[src/rtl/display_button_scanner_if.sv]
// Avalon-MM slave bundle for the button scanner: register read port plus the
// press interrupt.
interface display_button_scanner_if;
   logic        avs_address;
   logic        avs_read;
   logic [31:0] avs_readdata;
   logic        irq;

   modport master (output avs_address, output avs_read,
                   input  avs_readdata, input irq);
   modport slave  (input  avs_address, input avs_read,
                   output avs_readdata, output irq);
endinterface

[src/rtl/display_button_scanner.sv]
// Periodic PISO button-chain reader: load, shift, two-scan debounce, and a
// sticky press-flag register with IRQ behind an Avalon-MM slave.
module display_button_scanner #(
   parameter int NUM_BITS    = 16,
   parameter int CLK_DIV     = 25,
   parameter int SCAN_PERIOD = 500000,
   parameter int ACTIVE_LOW  = 1
) (
   input  logic                     i_clk,
   input  logic                     i_reset,
   output logic                     o_shift_load,
   output logic                     o_shift_clkin,
   input  logic                     i_shift_out,
   display_button_scanner_if.slave  avs
);
   localparam int CW = $clog2(SCAN_PERIOD);
   localparam int DW = $clog2(CLK_DIV + 1);
   localparam int IW = $clog2(NUM_BITS);
   localparam logic [CW-1:0]       CNT_MAX  = CW'(SCAN_PERIOD - 1);
   localparam logic [DW-1:0]       DIV_MAX  = DW'(CLK_DIV - 1);
   localparam logic [IW-1:0]       IDX_MAX  = IW'(NUM_BITS - 1);
   localparam logic [NUM_BITS-1:0] INV_MASK = {NUM_BITS{(ACTIVE_LOW != 0)}};

   typedef enum logic [2:0] {S_IDLE, S_LOAD, S_SETTLE, S_SHIFT, S_UPDATE} state_t;

   state_t              r_state;
   logic [CW-1:0]       r_cnt;
   logic [DW-1:0]       r_div;
   logic                r_ph;
   logic [IW-1:0]       r_idx;
   logic [1:0]          r_sync;
   logic [NUM_BITS-1:0] r_shreg, r_prev, r_buttons, r_pressed;
   logic [31:0]         r_readdata;
   logic                r_irq, r_shift_load, r_shift_clkin;

   logic                w_tick, w_rd_clr;
   logic [NUM_BITS-1:0] w_s, w_buttons_nxt, w_rise;
   logic [31:0]         w_rdata;

   assign w_tick        = (r_state != S_IDLE) && (r_div == DIV_MAX);
   assign w_s           = r_shreg ^ INV_MASK;
   assign w_buttons_nxt = (r_state == S_UPDATE && w_s == r_prev) ? w_s : r_buttons;
   assign w_rise        = w_buttons_nxt & ~r_buttons;
   assign w_rd_clr      = avs.avs_read && avs.avs_address;

   always_comb begin
      w_rdata = '0;
      if (avs.avs_address) w_rdata[NUM_BITS-1:0] = r_pressed;
      else                 w_rdata[NUM_BITS-1:0] = r_buttons;
   end

   // The scan counter free-runs so scan starts stay exactly SCAN_PERIOD apart.
   always_ff @(posedge i_clk) begin
      if (i_reset) begin
         r_state       <= S_IDLE;
         r_cnt         <= '0;
         r_div         <= '0;
         r_ph          <= 1'b0;
         r_idx         <= '0;
         r_sync        <= '0;
         r_shreg       <= '0;
         r_prev        <= '0;
         r_buttons     <= '0;
         r_shift_load  <= 1'b1;
         r_shift_clkin <= 1'b0;
      end else begin
         r_sync    <= {r_sync[0], i_shift_out};
         r_cnt     <= (r_cnt == CNT_MAX) ? '0 : r_cnt + CW'(1);
         r_div     <= (r_state == S_IDLE || w_tick) ? '0 : r_div + DW'(1);
         r_buttons <= w_buttons_nxt;
         case (r_state)
            S_IDLE: if (r_cnt == CNT_MAX) begin
               r_state      <= S_LOAD;
               r_shift_load <= 1'b0;
               r_ph         <= 1'b0;
            end
            S_LOAD: if (w_tick) begin
               r_ph <= ~r_ph;
               if (r_ph) begin
                  r_state      <= S_SETTLE;
                  r_shift_load <= 1'b1;
               end
            end
            S_SETTLE: if (w_tick) begin
               r_state <= S_SHIFT;
               r_idx   <= IDX_MAX;
               r_ph    <= 1'b0;
            end
            // Sample before raising the clock so the chain's MSB is read first.
            S_SHIFT: if (w_tick) begin
               r_ph <= ~r_ph;
               if (!r_ph) begin
                  r_shreg[r_idx] <= r_sync[1];
                  r_shift_clkin  <= 1'b1;
               end else begin
                  r_shift_clkin <= 1'b0;
                  if (r_idx == '0) r_state <= S_UPDATE;
                  else             r_idx   <= r_idx - IW'(1);
               end
            end
            S_UPDATE: begin
               r_prev  <= w_s;
               r_state <= S_IDLE;
            end
            default: r_state <= S_IDLE;
         endcase
      end
   end

   // A new press in the same cycle as a clearing read survives the clear.
   always_ff @(posedge i_clk) begin
      if (i_reset) begin
         r_pressed  <= '0;
         r_readdata <= '0;
         r_irq      <= 1'b0;
      end else begin
         r_pressed <= w_rise | (w_rd_clr ? '0 : r_pressed);
         if (avs.avs_read) r_readdata <= w_rdata;
         r_irq <= |r_pressed;
      end
   end

   assign o_shift_load     = r_shift_load;
   assign o_shift_clkin    = r_shift_clkin;
   assign avs.avs_readdata = r_readdata;
   assign avs.irq          = r_irq;
endmodule

[src/flat_wrapper.sv]
// flat-port wrapper written by rule: the top's interface ports become plain ports
module display_button_scanner_flat 
#(
   parameter int NUM_BITS    = 16,
   parameter int CLK_DIV     = 25,
   parameter int SCAN_PERIOD = 500000,
   parameter int ACTIVE_LOW  = 1
)
  (i_clk, i_reset, o_shift_load, o_shift_clkin, i_shift_out, avs_avs_address, avs_avs_read, avs_avs_readdata, avs_irq);
  display_button_scanner_if avs_i ();
  input  logic i_clk;
  input  logic i_reset;
  output logic o_shift_load;
  output logic o_shift_clkin;
  input  logic i_shift_out;
  input wire logic [$bits(avs_i.avs_address)-1:0] avs_avs_address;
  input wire logic [$bits(avs_i.avs_read)-1:0] avs_avs_read;
  output wire logic [$bits(avs_i.avs_readdata)-1:0] avs_avs_readdata;
  output wire logic [$bits(avs_i.irq)-1:0] avs_irq;
  assign avs_i.avs_address = avs_avs_address;
  assign avs_i.avs_read = avs_avs_read;
  assign avs_avs_readdata = avs_i.avs_readdata;
  assign avs_irq = avs_i.irq;
  display_button_scanner #(.NUM_BITS(NUM_BITS), .CLK_DIV(CLK_DIV), .SCAN_PERIOD(SCAN_PERIOD), .ACTIVE_LOW(ACTIVE_LOW)) u_core (.i_clk(i_clk), .i_reset(i_reset), .o_shift_load(o_shift_load), .o_shift_clkin(o_shift_clkin), .i_shift_out(i_shift_out), .avs(avs_i));
endmodule
[config.mk]
export PLATFORM = sky130hd
export DESIGN_NAME = display_button_scanner_flat
export DESIGN_NICKNAME = d
export VERILOG_FILES = /design/src/rtl/display_button_scanner_if.sv /design/src/rtl/display_button_scanner.sv /design/src/flat_wrapper.sv
export SDC_FILE = /design/constraint.sdc
export NUM_CORES = 1
export LEC_CHECK = 0
export CAP_MARGIN = 20
export CORE_MARGIN = 2
export CORE_UTILIZATION = 30
export DETAILED_ROUTE_END_ITERATION = 8
export PLACE_DENSITY = 0.46
export SYNTH_ARGS = -nofsm -noshare
export SYNTH_HDL_FRONTEND = slang
export SYNTH_SLANG_ARGS = --single-unit
[constraint.sdc]
create_clock -name i_clk -period 2.97 [get_ports i_clk]
set_input_delay 0.4455 -clock i_clk [delete_from_list [all_inputs] [get_ports i_clk]]
set_output_delay 0.4455 -clock i_clk [all_outputs]
set_load 0.01 [all_outputs]
# Word-level counts from Yosys, hierarchy flattened
# Cells that the tools add are included.
totals:
  output_inout_bits: 35
  latchBits: 0
  ram_bits: 0
  word_cells: 88
  register_bits: 117
  memories: 0
  romBits: 0
classes:
  addsub: 3
  shifts: 0
  order_cmp: 2
  div_mod_pow: 0
  reduce_logical: 21
  n_eq_ne: 16
  n_mux: 27
  multipliers: 0
  n_bitwise: 5
ops:
  columns: ["operator", "count"]
  rows:
  - ["16-bit 2-to-1 mux", 3]
  - ["16-bit inverter", 2]
  - ["3-bit 2-to-1 mux", 7]
  - ["19-bit by 1-bit adder with 19-bit output, second input constant", 1]
  - ["19-bit equality test, second input constant", 1]
  - ["16-bit bitwise AND", 1]
  - ["16-bit bitwise mux", 1]
  - ["16-bit equality test", 1]
  - ["4-bit 2-to-1 mux", 4]
  - ["2-bit by 1-bit inequality test with 1-bit output, second input constant", 8]
  - ["16-bit bitwise OR", 1]
  - ["16-bit OR reduction", 1]
  - ["3-bit one-hot mux with 4 select lines", 1]
  - ["4-bit one-hot mux with 2 select lines", 1]
  - ["4-bit AND reduction", 2]
  - ["1-bit 2-to-1 mux", 7]
  - ["7-bit AND reduction", 1]
  - ["3-bit by 2-bit equality test with 1-bit output, second input constant", 2]
  - ["3-bit nonzero test", 2]
  - ["2-bit OR reduction", 3]
  - ["5-bit by 1-bit adder with 5-bit output, second input constant", 1]
  - ["5-bit equality test, second input constant", 1]
  - ["4-bit by 5-bit less-than comparator with 1-bit output, second input constant", 1]
  - ["5-bit AND reduction", 1]
  - ["other kinds (16)", 20]

# Depth between registers and ports, before layout
# Gate-level depths: netlist (run 1).
logic_depth:
  word_depth: 6
  mapped_depth: 9
  ltp_nobuf: 7

# Worst setup path after synthesis (run 1)
# Ideal clock, no wire load.
synth_timing:
  path_kind: "reg2reg"
  startpoint: "register u_core.r_idx[0]"
  endpoint: "register u_core.r_idx[2]"
  setup_time_ps: 91
  stages_incl_launch_ff: 7
  path_slack_ps: 778
  t_required_ps: 2879
  arrival_ps: 2101
  path_buffers: 0
  synth_period_minus_slack_ps: 2192
  path_cell_list: "dfxtp_1 -> inv_1 -> ha_1 -> a21bo_2 -> a2111oi_0 -> a21oi_1 -> a311oi_1"
synth_between:
  elab_chain_cells: 5
  elab_cells_between_ends: 8
  classes_between: "1 x add/sub; 1 x eq/ne; 4 x mux; 2 x reduce/logical"
synth_rtl:
  columns: ["item", "line_no", "rtl"]
  rows:
  - ["start, declared", "display_button_scanner.sv:30", "logic [IW-1:0] r_idx;"]
  - ["start signal, assigned", "display_button_scanner.sv:98", "else r_idx <= r_idx - IW'(1);"]
  - ["4-bit by 1-bit subtractor with 4-bit output", "display_button_scanner.sv:98", null]
  - ["4-bit 2-to-1 mux", "display_button_scanner.sv:97", "if (r_idx == '0) r_state <= S_UPDATE;"]
  - ["4-bit 2-to-1 mux", "display_button_scanner.sv:92", "if (!r_ph) begin"]
  - ["4-bit 2-to-1 mux", "display_button_scanner.sv:90", "S_SHIFT: if (w_tick) begin"]
  - ["4-bit one-hot mux with 2 select lines", "display_button_scanner.sv:71", "case (r_state)"]
# Several ways; a longest one is shown, not always the timed one. The select of a mux whose other input is x is not followed.
# A chain may end at the register's enable or synchronous reset.

# Final worst setup path (run 1)
layout_timing:
  startpoint: "register u_core.r_state[2]"
  endpoint: "register u_core.r_pressed[15]"
layout_between:
  elab_chain_cells: 5
layout_rtl:
  columns: ["item", "line_no", "rtl"]
  rows:
  - ["start, declared", "display_button_scanner.sv:26", "state_t r_state;"]
  - ["start signal, assigned", "display_button_scanner.sv:55", "r_state <= S_IDLE;"]
  - ["start signal, assigned", "display_button_scanner.sv:73", "r_state <= S_LOAD;"]
  - ["start signal, assigned", "display_button_scanner.sv:80", "r_state <= S_SETTLE;"]
  - ["3-bit equality test", "display_button_scanner.sv:42", "assign w_buttons_nxt = (r_state == S_UPDATE && w_s == r_prev) ? w_s : r_buttons;"]
  - ["1-bit logical AND", "display_button_scanner.sv:42", null]
  - ["16-bit 2-to-1 mux", "display_button_scanner.sv:42", null]
  - ["16-bit bitwise AND", "display_button_scanner.sv:43", "assign w_rise = w_buttons_nxt & ~r_buttons;"]
  - ["16-bit bitwise OR", "display_button_scanner.sv:117", "r_pressed <= w_rise | (w_rd_clr ? '0 : r_pressed);"]
  - ["end signal, assigned", "display_button_scanner.sv:117", null]
  - ["end, declared", "display_button_scanner.sv:32", "logic [NUM_BITS-1:0] r_shreg, r_prev, r_buttons, r_pressed;"]
# No other way between the ends.

==> results.txt, run 1 <==
----------------------------------------------------
[Timing]
  Final period utilization ... 75.2%
  Final hold violation count ... 0
  Unrepaired setup endpoints after global routing ... false
  Worst hold slack after final layout ... 0.453 ns
  FMAX ... 0.448 GHz
  Clock skew after layout ... 0.00947 ns
  Max-slew headroom ... 50.0%
  Fin Setup TNS ... 0 ns
  Tmin final ... 2.23 ns
  Final number of max-transition violations ... 0
  Final setup vio count ... 0
  Slew @ Worst Pin ... 0.743 ns

[Drt]
  Count of unresolved DRC violations after routing ... 0
  Post-detailed-routing wire length ... 11.2 mm
  Count of antenna-violating nets left after detailed routing ... 0
  Drt initial violations ... 181
  Via total after detailed routing ... 3842
  Number of iterations in the first detailed-routing pass ... 4
  Wirelength per Cell ... 13.7 um
  Per-cell via count in the routed design ... 4.66

[Global routing]
  Wire length of the first global-routing pass ... 18.8 mm
  Number of antenna violations at the first check in global routing ... 0
  All-layer global routing usage ... 13.1%
  Via count of the first global-routing pass ... 3735
  Largest net degree at the start of global routing ... 33
  Aggregate global routing overflow ... 0

[Yosys]
  Synthesized flop and latch total ... 117
  Ys Warns ... 0
  Top cell type's share of synthesized area ... 44.7%
  Number of cells produced by synthesis ... 574
  Count of cell types in the netlist ... 48
  Most used standard cells in the synthesized netlist ... sky130_fd_sc_hd__dfxtp_1, sky130_fd_sc_hd__nor2_1, sky130_fd_sc_hd__a21oi_1
  Post-synthesis average cell area ... 9.12 um2
  Number of synthesized flops with an enable pin ... 0
  Combined area of all synthesized cells ... 5240 um2
  FFs w/ async S/R, synth ... 0%
  Cell types with the largest area share after synthesis ... sky130_fd_sc_hd__dfxtp_1, sky130_fd_sc_hd__nor2_1, sky130_fd_sc_hd__mux2i_1, sky130_fd_sc_hd__o31ai_4, sky130_fd_sc_hd__a21oi_1
  Proportion of synthesized chip area in sequential cells ... 44.7%
  Cell accounting for the most synthesized area ... sky130_fd_sc_hd__dfxtp_1
  Most frequently used cell type in the post-synthesis netlist ... sky130_fd_sc_hd__dfxtp_1
  Main synth FF type ... sky130_fd_sc_hd__dfxtp_1

[Clock network]
  Clock sink total ... 117
  CTS Root Buffer Type ... sky130_fd_sc_hd__clkbuf_16
  Number of buffers inserted by post-CTS setup repair ... 0
  CTS tree ... built
  Cts-stage hold buffer count ... 0
  Post-cts repair resize count ... 0
  CTS H-Tree Depth ... 4
  Clock buffer count from CTS ... 17
  Clock transition at the registers of the reported paths ... 0.05 ns
  Largest buffer count on any clock path ... 2
  Clock insertion delay at the later pin of the skew report ... 0.42 ns

[Setup path]
  Crit Path Category ... flop to flop
  Destination of the worst register-to-register timing path ... u_core.r_pressed[15]
  Largest fanout of any net on the critical path ... 16
  Reg2reg start ... u_core.r_state[2]
  Critical path startpoint category ... flop
  Slack of the worst reg-to-reg path ... 0.74 ns
  Type of destination of the critical path ... flop
  Arrival time reported for the critical path endpoint ... 2.56 ns
  CP Data Required Time ... 3.29 ns
  Number of cells on the worst reg-to-reg path ... 6

[Run status]
  Outcome ... completed

[Die]
  Chip Width ... 136 um
  Top Ports ... 40
  Placeable core area ... 17200 um2
  Floorplan die area ... 18500 um2
  Chip height ... 136 um
  Initial core utilization ... 30.5%
  Row Count ... 48

[Worst hold path]
  Hold path depth ... 1
  Path class of the lowest-slack min-delay path ... flop to flop
  Startpoint of the most critical hold path ... u_core.r_sync[0]
  End of the worst hold path ... u_core.r_sync[1]

[Layout]
  Area of the multi-input gates ... 2610 um2
  Share of post-route cells with drive strength above 1 ... 9.85%
  Sequential cell area in the final layout ... 2340 um2
  Area growth from synthesis to layout ... 16.7%
  Nets ... 601
  Inserted Diodes ... 0
  Number of inserted filler cells in the final layout ... 1779

[Pwr]
  Standby leakage power ... 0.00227 uW
  Pwr/cell area ... 578 nW/um2
  IR drop worst, VDD ... 0.380 mV

[Placement]
  Port bufs ... 23
  Final weighted congestion of routability-driven global placement ... 0.731
  Estimated wirelength of the detail-placed design ... 7.69 mm

[Run]
  Max-cap violation count ... 0

----------------------------------------------------
per-layer routing:
layer  vias to the layer above  track usage, %  wire length, um
met5                         -               0                0
li1                       1981               -                -
met1                      1786            15.5             5270
met4                         0            5.73              185
met2                        58            21.9             5400
met3                        17            4.06              392
how the worst max path moves through the flow:
stage                            from              endpoint  slack (ns)  depth (start not counted)
finish              u_core.r_state[2]  u_core.r_pressed[15]        0.74                          6
global route        u_core.r_state[2]  u_core.r_pressed[12]        0.59                          6
CTS                 u_core.r_state[2]  u_core.r_pressed[15]        0.70                          6
detailed placement  u_core.r_state[2]  u_core.r_pressed[11]        0.74                          6
global placement    u_core.r_state[2]  u_core.r_pressed[15]        0.78                          6
floorplan             u_core.r_idx[0]       u_core.r_idx[2]        0.78                          6
power by group:
| part | switching (uW) | leakage [uW] | internal, uW |
|---|---|---|---|
| clock network | 713 | 0.000256 | 1110 |
| registers | 11.7 | 0.000946 | 1590 |
| logic | 67.5 | 0.00107 | 43.9 |
| total | 792 | 0.00227 | 2740 |
through the flow:
stage                     utilization (%)  worst slack [ns]  area (um2)  power [uW]  std cells
after floorplan                         -             0.778        5290        1710        589
after global placement               32.5             0.779        5580        1740        794
after detailed placement             32.5             0.737        5580        1740        794
after CTS                            35.6             0.701        6110        3580        824
after global routing                 35.6             0.591        6110        3660        824
final                                35.6             0.737        6110        3530        824
cell families after synthesis:
| group | Yosys count | synth area share [%] |
|---|---|---|
| XOR/XNOR | 37 | 6.19 |
| AND/OR/NAND/NOR | 215 | 19.7 |
| AO/OA/AOI/OAI | 101 | 14.6 |
| buffers and inverters | 62 | 6.48 |
| adder cells (fa/ha/maj) | 8 | 1.91 |
| other | 1 | 0.0716 |
| multiplexers | 33 | 6.31 |
| flip-flops | 117 | 44.7 |
area by class of cell:
cell class,instances,share of cell area [%]
clock buffers,21,7.70
clock inverters,9,0.921
multi-input cells,410,42.7
repair buffers,34,5.24
well taps,225,4.61
flip-flops and latches,117,38.3
inverters,8,0.491
state kept, by name (all words and copies together) (netlist names):
| signal | flops |
|---|---|
| u_core.r_buttons | 16 |
| u_core.o_shift_clkin | 1 |
| u_core.avs.avs_readdata | 16 |
| u_core.r_ph | 1 |
| u_core.r_div | 5 |
| u_core.avs.irq | 1 |
| u_core.r_pressed | 16 |
| u_core.r_idx | 4 |
| u_core.r_sync | 2 |
| u_core.r_state | 3 |
| u_core.o_shift_load | 1 |
| u_core.r_prev | 16 |
| u_core.r_shreg | 16 |
| u_core.r_cnt | 19 |
worst max-delay path, stage by stage (launching register included):
cell	delay (ns)
sky130_fd_sc_hd__dfxtp_1	0.46
sky130_fd_sc_hd__or3b_1	0.46
sky130_fd_sc_hd__nor4_4	0.30
sky130_fd_sc_hd__nand3_2	0.09
sky130_fd_sc_hd__or3_1	0.32
sky130_fd_sc_hd__buf_4	0.25
sky130_fd_sc_hd__o31ai_1	0.24
layout by cell type (no fill, tap or decap), types with 2 or more instances in the layout:
master,n
sky130_fd_sc_hd__inv_1,8
sky130_fd_sc_hd__or2_2,5
sky130_fd_sc_hd__nor3_1,7
sky130_fd_sc_hd__o31ai_1,6
sky130_fd_sc_hd__nor4_1,7
sky130_fd_sc_hd__o31ai_4,10
sky130_fd_sc_hd__a211oi_1,17
sky130_fd_sc_hd__dfxtp_1,117
sky130_fd_sc_hd__nor2b_1,4
sky130_fd_sc_hd__or3_1,17
sky130_fd_sc_hd__buf_4,10
sky130_fd_sc_hd__nand4_1,9
sky130_fd_sc_hd__clkbuf_16,17
sky130_fd_sc_hd__clkbuf_8,3
sky130_fd_sc_hd__a21oi_1,40
sky130_fd_sc_hd__a311oi_1,3
sky130_fd_sc_hd__clkdlybuf4s50_1,22
sky130_fd_sc_hd__clkinv_2,5
sky130_fd_sc_hd__xnor2_1,20
sky130_fd_sc_hd__o21ai_0,17
sky130_fd_sc_hd__clkinvlp_4,3
sky130_fd_sc_hd__nor2_1,101
sky130_fd_sc_hd__xor2_1,17
sky130_fd_sc_hd__nand3b_1,2
sky130_fd_sc_hd__mux2i_1,33
sky130_fd_sc_hd__ha_1,8
sky130_fd_sc_hd__and2_1,3
sky130_fd_sc_hd__nand2_1,28
sky130_fd_sc_hd__and4_1,2
sky130_fd_sc_hd__nor4b_1,2
sky130_fd_sc_hd__conb_1,16
sky130_fd_sc_hd__nand3_1,20
(Power assumes the default switching activity.)
==> run 2, diff against run 1 <==
--- a/config.mk
+++ b/config.mk
@@ -9,7 +9,7 @@
 export CORE_MARGIN = 2
 export CORE_UTILIZATION = 30
 export DETAILED_ROUTE_END_ITERATION = 8
-export PLACE_DENSITY = 0.46
+export PLACE_DENSITY = 0.47
 export SYNTH_ARGS = -nofsm -noshare
 export SYNTH_HDL_FRONTEND = slang
 export SYNTH_SLANG_ARGS = --single-unit
==> constraint.sdc (replaced) <==
create_clock -name i_clk -period 1.9 [get_ports i_clk]
set_input_delay 0.285 -clock i_clk [delete_from_list [all_inputs] [get_ports i_clk]]
set_output_delay 0.285 -clock i_clk [all_outputs]
set_load 0.01 [all_outputs]
==> run 2 against run 1 <==
  * Clock power grew 75%
  * Die area is the same
  * Sequential power up 56%
  * Maximum frequency increased by 22%
  * Hold slack worse by 0.19 ns
  * Largest cell class unchanged
  * Highest routed layer unchanged
==> results.txt, run 2 (synthesized netlist as in run 1, its figures left out) <==
----------------------------------------------------
[Layout]
  Highest-count cells in the layout ignoring fill and taps ... sky130_fd_sc_hd__dfxtp_1, sky130_fd_sc_hd__nor2_1, sky130_fd_sc_hd__buf_4, sky130_fd_sc_hd__a21oi_1, sky130_fd_sc_hd__mux2i_1
  Area of all placed cells without fillers ... 6580 um2 (+7.7%)
  Area growth from synthesis to layout ... 25.8%
  Inserted Diodes ... 0 (unchanged)
  Largest register FFs ... 19 (unchanged)
  Nets ... 641 (+6.7%)
  Most common cell after layout, fill and taps aside ... sky130_fd_sc_hd__dfxtp_1
  Number of standard cells in the layout, taps in and fillers out ... 866 (+5.1%)
  Largest reg by FF count ... u_core.r_cnt
  Final cell utilization of the core ... 38.3% (+2.8 points)
  Share of post-route cells with drive strength above 1 ... 17.3% (+7.5 points)

[Drt]
  Drt initial violations ... 124 (-31%)
  Post-detailed-routing wire length ... 11.4 mm (+1.1%)
  Per-cell via count in the routed design ... 4.61 (-1.2%)
  Via total after detailed routing ... 3988 (+3.8%)
  Number of iterations in the first detailed-routing pass ... 4 (unchanged)
  Count of antenna-violating nets left after detailed routing ... 0 (unchanged)
  Count of unresolved DRC violations after routing ... 0 (unchanged)
  Wirelength per Cell ... 13.1 um (-3.8%)

[Die]
  Top Ports ... 40 (unchanged)
  Chip Width ... 136 um (unchanged)
  Floorplan die area ... 18500 um2 (unchanged)
  Placeable core area ... 17200 um2 (unchanged)
  Initial core utilization ... 30.5% (unchanged)
  Chip height ... 136 um (unchanged)
  Row Count ... 48 (unchanged)

[Pwr]
  IR drop worst, VDD ... 0.576 mV (+52%)
  Pwr/cell area ... 891 nW/um2 (+54%)
  Standby leakage power ... 0.00256 uW (+12%)

[Placement]
  Final weighted congestion of routability-driven global placement ... 0.737 (+0.82%)
  Cell area reported after detailed placement ... 5910 um2 (+5.8%)
  Estimated wirelength of the detail-placed design ... 8.17 mm (+6.3%)
  Worst slack at placement ... -0.0572 ns (-0.794 ns)
  Placed Instances ... 833 (+4.9%)
  Port bufs ... 23 (unchanged)

[Setup path]
  Crit path buffers/inverters ... 1 (unchanged)
  Biggest cell delay along the critical path ... 0.42 ns (-0.04 ns)
  Type of destination of the critical path ... flop
  CP Data Required Time ... 2.23 ns (-1.06 ns)
  Arrival time reported for the critical path endpoint ... 2.15 ns (-0.41 ns)
  Cell family contributing the most delay on the critical path ... simple AND/OR/NAND/NOR gates
  Cells along the critical path ... or3b_4 -> nor4_4 -> nand3_2 -> or3_4 -> clkbuf_16 -> o31ai_4
  Largest fanout of any net on the critical path ... 7 (-9)
  Crit path max-delay cell type ... sky130_fd_sc_hd__or3b_4
  Crit Path Category ... flop to flop
  Critical path startpoint category ... flop

[Timing]
  Final period utilization ... 96.0% (+21 points)
  Final number of max-transition violations ... 0 (unchanged)
  Clock skew after layout ... 0.00827 ns (-0.00119 ns)
  Tmin final ... 1.82 ns (-0.408 ns)
  FMAX ... 0.548 GHz (+22%)
  Max-slew headroom ... 58.6% (+8.6 points)
  Final hold violation count ... 0 (unchanged)
  Slew @ Worst Pin ... 0.620 ns (-0.123 ns)
  Worst hold slack after final layout ... 0.265 ns (-0.188 ns)
  Worst setup margin ... 0.0753 ns (-0.662 ns)
  Final setup vio count ... 0 (unchanged)

[Clock network]
  CTS Root Buffer Type ... sky130_fd_sc_hd__clkbuf_16
  CTS H-Tree Depth ... 4 (unchanged)
  Clock sink total ... 117 (unchanged)
  Clock insertion delay at the later pin of the skew report ... 0.41 ns (about the same)
  Cts-stage hold buffer count ... 0 (unchanged)
  CTS tree ... built
  Largest buffer count on any clock path ... 2 (unchanged)
  Number of buffers inserted by post-CTS setup repair ... 0 (unchanged)
  Clock buffer count from CTS ... 17 (unchanged)
  Clock transition at the registers of the reported paths ... 0.06 ns (about the same)

[Run]
  Max-cap violation count ... 0 (unchanged)

[Worst hold path]
  Path class of the lowest-slack min-delay path ... primary input to flop

[Global routing]
  Aggregate global routing overflow ... 0 (unchanged)
  Largest net degree at the start of global routing ... 33 (unchanged)
  All-layer global routing usage ... 13.2% (+0.10 points)
  Number of antenna violations at the first check in global routing ... 0 (unchanged)
  Via count of the first global-routing pass ... 3914 (+4.8%)
  Wire length of the first global-routing pass ... 19.2 mm (+2.4%)

[Run status]
  Outcome ... completed

----------------------------------------------------
run 2: changes by cell type in the layout (fill, tap and decap cells not counted), sizes merged:
cell and delta:
clkbuf +1, clkinv +1, bufinv +2, clkinvlp -1
buf +39
run 2: through the flow:
stage	setup TNS [ns]	total power, uW
after global placement	0	2730
after global routing	-0.0149	6100
after CTS	0	5950
after floorplan	-2.05	2680
after detailed placement	-0.138	2730
final	0	5870
run 2: layer usage:
metal	GRT usage (%)	share of wire [%]
met2	22.8	50
met1	15.7	46
met4	3.88	0.94
met5	0	0
met3	4.18	3.2
run 2: cell type report:
type,instances,area [um2]
clock buffers,21,480
clock inverters,11,125
fillers,1744,10600
inverters,8,30.0
multi-input cells,410,2670
flip-flops and latches,117,2340
well taps,225,282
repair buffers,74,651
run 2: path summary, 6_finish.rpt:
| check | to | cells past startpoint | slack [ns] | from |
|---|---|---|---|---|
| hold reg to reg | u_core.r_sync[1] | 1 | 0.44 | u_core.r_sync[0] |
| setup / recovery | u_core.r_pressed[0] | 6 | 0.08 | u_core.r_state[1] |
| hold / removal | u_core.r_prev[12] | 2 | 0.27 | i_reset |
| setup reg to reg | u_core.r_pressed[0] | 6 | 0.08 | u_core.r_state[1] |
run 2: where the power goes:
group | switching [uW] | internal (uW) | leakage, uW
Combinational | 105 | 74.2 | 0.00132
Sequential | 17.2 | 2480 | 0.000946
Clock | 1120 | 2070 | 0.000295
run 2: what timing repair did:
item / 4_1_cts / 5_1_grt
cloned: 0 / 1
endpoints found under the setup margin: 11 / 7
pin swaps: 0 / 4
gates resized for setup: 3 / 5
